--- config.mk ---
export PLATFORM = sky130hd
export DESIGN_NAME = pc_predictor
export DESIGN_NICKNAME = d
export VERILOG_FILES = /design/src/rtl/pc_predictor.sv
export SDC_FILE = /design/constraint.sdc
export NUM_CORES = 1
export LEC_CHECK = 0
export CORE_MARGIN = 5
export CORE_UTILIZATION = 50
export CTS_CLUSTER_DIAMETER = 150
export DETAILED_ROUTE_END_ITERATION = 6
export HOLD_SLACK_MARGIN = 0.15
export MAX_ROUTING_LAYER = met4
export PLACE_DENSITY = 0.78
export SLEW_MARGIN = 20
export SYNTH_ARGS = -nofsm -noshare
export SYNTH_HDL_FRONTEND = slang
export SYNTH_SLANG_ARGS = --single-unit
--- constraint.sdc ---
create_clock -name clk -period 3.86 [get_ports clk]
set_input_delay 0.579 -clock clk [delete_from_list [all_inputs] [get_ports clk]]
set_output_delay 0.579 -clock clk [all_outputs]
set_load 0.02 [all_outputs]
--- src/rtl/pc_predictor.sv ---
// Fetch-stage next-PC generator with a saturating-counter pattern-history table,
// bimodal or gshare indexed, JAL redirect, misbranch recovery and commit-time training.
module pc_predictor #(
    parameter int unsigned IDX_BITS  = 6,
    parameter int unsigned CNT_BITS  = 2,
    parameter int unsigned HIST_BITS = 6,
    parameter int unsigned MODE      = 1
) (
    input  logic                 clk,
    input  logic                 rst,
    input  logic                 ena,
    input  logic [31:0]          in_last_pc,
    input  logic [31:0]          in_last_inst,
    output logic [31:0]          out_next_pc,
    output logic                 out_pred_taken,
    output logic [HIST_BITS-1:0] out_pred_hist,
    input  logic                 in_upd_valid,
    input  logic [31:0]          in_upd_pc,
    input  logic [HIST_BITS-1:0] in_upd_hist,
    input  logic                 in_upd_taken,
    input  logic                 in_misbranch,
    input  logic [31:0]          in_correct_addr,
    output logic                 out_clear_all
);

    localparam int unsigned ENTRIES = 1 << IDX_BITS;
    localparam logic [CNT_BITS-1:0] CNT_INIT = CNT_BITS'((1 << (CNT_BITS - 1)) - 1);
    localparam logic [CNT_BITS-1:0] CNT_MAX  = '1;
    localparam logic [6:0] OP_BRANCH = 7'b1100011;
    localparam logic [6:0] OP_JAL    = 7'b1101111;

    logic [31:0]          next_pc_q, next_pc_d;
    logic                 pred_taken_q, pred_taken_d;
    logic [HIST_BITS-1:0] pred_hist_q, pred_hist_d;
    logic [HIST_BITS-1:0] ghr_q, ghr_d;
    logic [CNT_BITS-1:0]  pht_q [ENTRIES];
    logic [CNT_BITS-1:0]  pht_d [ENTRIES];

    logic [IDX_BITS-1:0]  pred_idx;
    logic [IDX_BITS-1:0]  upd_idx;
    logic [CNT_BITS-1:0]  upd_cnt;
    logic                 pred_t;
    logic [6:0]           opcode;
    logic [31:0]          b_imm;
    logic [31:0]          j_imm;
    logic                 unused_upd_pc_bits;

    function automatic logic [IDX_BITS-1:0] pht_index(input logic [31:0] pc,
                                                      input logic [HIST_BITS-1:0] hist);
        logic [IDX_BITS-1:0] idx;
        idx = pc[IDX_BITS+1:2];
        if (MODE != 0) begin
            idx = idx ^ IDX_BITS'(hist);
        end
        return idx;
    endfunction

    // Widened concatenation keeps the shift legal for a 1-bit history.
    function automatic logic [HIST_BITS-1:0] hist_push(input logic [HIST_BITS-1:0] h,
                                                       input logic b);
        logic [HIST_BITS:0] w;
        w = {h, b};
        return w[HIST_BITS-1:0];
    endfunction

    assign opcode = in_last_inst[6:0];
    assign b_imm  = {{19{in_last_inst[31]}}, in_last_inst[31], in_last_inst[7],
                     in_last_inst[30:25], in_last_inst[11:8], 1'b0};
    assign j_imm  = {{11{in_last_inst[31]}}, in_last_inst[31], in_last_inst[19:12],
                     in_last_inst[20], in_last_inst[30:21], 1'b0};

    assign unused_upd_pc_bits = ^{in_upd_pc[31:IDX_BITS+2], in_upd_pc[1:0]};

    always_comb begin
        next_pc_d    = next_pc_q;
        pred_taken_d = pred_taken_q;
        pred_hist_d  = pred_hist_q;
        ghr_d        = ghr_q;
        pred_idx     = pht_index(in_last_pc, ghr_q);
        pred_t       = pht_q[pred_idx][CNT_BITS-1];
        if (ena) begin
            if (in_misbranch) begin
                next_pc_d    = in_correct_addr;
                pred_taken_d = 1'b0;
                ghr_d        = hist_push(in_upd_hist, in_upd_taken);
            end else if (opcode == OP_BRANCH) begin
                next_pc_d    = pred_t ? (in_last_pc + b_imm) : (in_last_pc + 32'd4);
                pred_taken_d = pred_t;
                pred_hist_d  = ghr_q;
                ghr_d        = hist_push(ghr_q, pred_t);
            end else if (opcode == OP_JAL) begin
                next_pc_d    = in_last_pc + j_imm;
                pred_taken_d = 1'b0;
            end else begin
                next_pc_d    = in_last_pc + 32'd4;
                pred_taken_d = 1'b0;
            end
        end
    end

    // Training reads pht_q, so a same-cycle prediction sees the pre-update counter.
    always_comb begin
        pht_d   = pht_q;
        upd_idx = pht_index(in_upd_pc, in_upd_hist);
        upd_cnt = pht_q[upd_idx];
        if (in_upd_valid) begin
            if (in_upd_taken) begin
                if (upd_cnt != CNT_MAX) begin
                    pht_d[upd_idx] = upd_cnt + 1'b1;
                end
            end else if (upd_cnt != '0) begin
                pht_d[upd_idx] = upd_cnt - 1'b1;
            end
        end
    end

    always_ff @(posedge clk) begin
        if (rst) begin
            next_pc_q    <= '0;
            pred_taken_q <= 1'b0;
            pred_hist_q  <= '0;
            ghr_q        <= '0;
            pht_q        <= '{default: CNT_INIT};
        end else begin
            next_pc_q    <= next_pc_d;
            pred_taken_q <= pred_taken_d;
            pred_hist_q  <= pred_hist_d;
            ghr_q        <= ghr_d;
            pht_q        <= pht_d;
        end
    end

    assign out_next_pc    = next_pc_q;
    assign out_pred_taken = pred_taken_q;
    assign out_pred_hist  = pred_hist_q;
    assign out_clear_all  = in_misbranch;

endmodule

==> results_dict.tcl <==
set metrics [dict create \
    htreeDepth 4 \
    max_freq_mhz 260 \
    hold_depth 2 \
    die_h_um 165 \
    port_buffers 153 \
    arrival_ps 4250 \
    crit_top_cell "a21oi_1" \
    fin_ws_ps 12.7 \
    place_area_sq_mm 0.0150 \
    finalWorstPathRequiredPeriod_ps 3850 \
    cts_root_buf "clkbuf_16" \
    clock_path_buffers 2 \
    fin_tns_setup_ps 0 \
    p_comb_share_pct 32.2 \
    hpwl_um 33200 \
    firstDrtPassIters 6 \
    critPathKind "input pin to flip-flop" \
    crit_path_cell_trace "clkdlybuf4s50_1 -> buf_4 -> ha_1 -> a211oi_1 -> o211ai_1 -> a21oi_1 -> a21oi_1 -> a41oi_1 -> a21boi_0 -> a211o_1 -> xnor2_1 -> a2111oi_2 -> o221a_2" \
    total_power_mw 5.35 \
    synth-seq-cells 173 \
    dp_slack_ps -1050 \
    grt_use_total_pct 33.8 \
    clkSinkCount 173 \
    critPathLaunchType "input pin" \
    hold_viol 0 \
    ir_worst_vdd_mv 0.286 \
    final_util_pct 67.1 \
    placedCellCount 2213 \
    rsz0062_at_grt "yes" \
    hp-start "out_pred_hist[2]" \
    slew_violations 0 \
    syn_inst 1688 \
    critPathSlowestCell "clkdlybuf4s50_1" \
    status "completed" \
    fin_area_sq_mm 0.0159 \
    drive_gt1_share_pct 13.6 \
    fin_cells 2252 \
    grt_pass1_vias 13520 \
    switching_share_pct 35.7 \
    ant_nets 0 \
    whs_endpoint "out_pred_hist[2]" \
    insertion_delay_ps 460 \
    syn_area_sq_mm 0.0121 \
    ys_top_cells_by_count "235 x nand2_1, 177 x o21ai_0, 173 x dfxtp_1" \
    grt-ovfl-total 0 \
    setup_viol 0 \
    cts.clk_slew.worst_paths_ps 80 \
    pwr_density_cell_mw_per_mm2 338 \
    place_congestion 1.09 \
    netlist.area_leader.share_pct 28.7 \
    routedWlPerCell_um 20.4 \
    maxCapViolations 0 \
    worstPathMaxFanout 6 \
    clkPwrFrac_pct 33.1 \
    p_leak_nw 5.96 \
    synthTopCellsByArea "dfxtp_1 29%, o21ai_0 7.3%, nand2_1 7.3%" \
    die_area_sq_mm 0.0274 \
    yosysMostFrequentCell "nand2_1" \
    synth_edf_count 0 \
    syn_nets 1876 \
    finClkSkew_ps 16.4 \
    cts_tree "yes" \
    r2r_end "out_next_pc[26]" \
    hold_buffers 0 \
    avgSynthCellArea_sq_um 7.15 \
    path_buf_inv 2 \
    crit_path_end_kind "flip-flop" \
    cp.required_ps 4260 \
    r2r_start "ghr_q[3]" \
    power.share.sequential_pct 34.7 \
    r2r_slack_ps 300 \
    p_switching_mw 1.91 \
    drt-initial-drc-count 1742 \
    rows 56 \
    hold_class "flip-flop to flip-flop" \
    ys.flop_type "dfxtp_1" \
    worst_slew_pin_slew_ps 988 \
    drc 0 \
    wl_um 45800 \
    start_util_pct 51.1 \
    hold_slack_ps 457 \
    grt_pass1_wl_um 71300 \
    ys_async_sr_fraction_pct 0 \
    period_share_pct 99.7 \
    cts_buffers 17 \
    max_slew_margin_pct 34.2 \
    synth-seq-area-share_pct 28.7 \
    area_delta_synth_final_pct 31.3 \
    crit_family "compound AO/OA/AOI/OAI gates" \
    io-pin-count 180 \
    vias 14271 \
    fp.dieW_um 165 \
    viasPerCell 6.34 \
    antenna_found_initial 2 \
    core-area_sq_mm 0.0236 \
    internal_power_mw 3.44 \
    reg2reg_depth 13 \
    nets 2106 \
    grt_max_degree 80 \
    yosysWarnings 0 \
    max_stage_delay_ps 460 \
    synth_top_area_cell "dfxtp_1" \
    synth.distinct_cells 69 \
]
[metal layers]
metal / track usage (%) / up-vias / share of wire, %
met4: 15.6 / 0 / 5.2
li1: - / 6596 / -
met1: 41.1 / 6601 / 39
met2: 55.4 / 881 / 47
met3: 5.04 / 193 / 9.0
met5: - / - / 0
[worst min-delay path: cells and delay by family, from the launching register on]
| kind | cells | cell delay, ps |
|---|---|---|
| AND/OR/NAND/NOR | 1 | 50 |
| flip-flops | 1 | 310 |
| AO/OA/AOI/OAI | 1 | 50 |
[worst max-delay path by stage]
stage	start	to	slack, ps	cells past startpoint
2_1_floorplan	in_upd_pc[4]	pht_q[5]	60	18
3_3_place_gp	in_upd_hist[2]	flip-flop	-940	17
3_5_place_dp	in_upd_hist[0]	pht_q[75]	-1050	17
4_1_cts	in_last_pc[2]	out_next_pc[26]	30	13
5_1_grt	in_last_pc[4]	out_next_pc[26]	-80	15
6_report	in_last_pc[2]	out_next_pc[26]	10	13
[power groups by stage]
stage / logic [mW] / registers, mW / clock network (mW)
2_1_floorplan: 0.896 / 1.92 / 0
6_report: 1.73 / 1.86 / 1.77
5_1_grt: 1.83 / 1.86 / 1.86
4_1_cts: 1.67 / 1.86 / 1.77
3_3_place_gp: 1.62 / 1.90 / 0
3_5_place_dp: 1.64 / 1.90 / 0
[what timing repair did]
action,in CTS,in global routing
resized for setup,26,41
gates cloned,1,1
pin swaps,7,3
endpoints found under the setup margin,129,133
hold endpoints to repair,0,0
buffers inserted,3,0
[placed cells by master, fill, tap and decap left out, drive strengths merged, types with 4 or more instances in the layout]
cell and n:
nor2b 10, nand2 235, o2111ai 5, mux2i 40, a211oi 24, nand3 113, a21o 17, clkdlybuf4s50 144
and3 23, buf 189, a221oi 13, or2 4, inv 26, o21a 9, and4 4, a21boi 4
nor3 22, clkinv 8, o211ai 18, dlymetal6s2s 6, a21oi 140, xor2 47, nor4 21, ha 46
nor2 156, a311oi 5, o22ai 85, o21ai 178, a31oi 11, and2 8, clkbuf 17, nand2b 8
nand4 11, dfxtp 173, o21bai 6, o22a 6, o221ai 7, xnor2 48
[logic make-up (layout without fill, tap and decap cells)]
family	after synthesis	in the layout	share of synthesized area, %
DFF	173	173	28.7
buffers and inverters	148	391	4.80
other	0	2	0
muxes	42	42	3.50
adders and majority gates	48	48	5.10
xor gates and xnor gates	95	95	6.95
and+or+nand+nor	625	625	23.1
AOI/OAI and AO/OA	557	557	27.9
[layout make-up]
type	count	area (sq um)
Tap cell	319	399
Sequential cell	173	3460
Multi-Input combinational cell	1367	8210
Antenna cell	2	5.00
Inverter	20	75.1
Fill cell	2000	7760
Clock buffer	17	425
Timing Repair Buffer	339	3110
Clock inverter	15	171
Note: power is estimated with default switching activity, not from simulation.
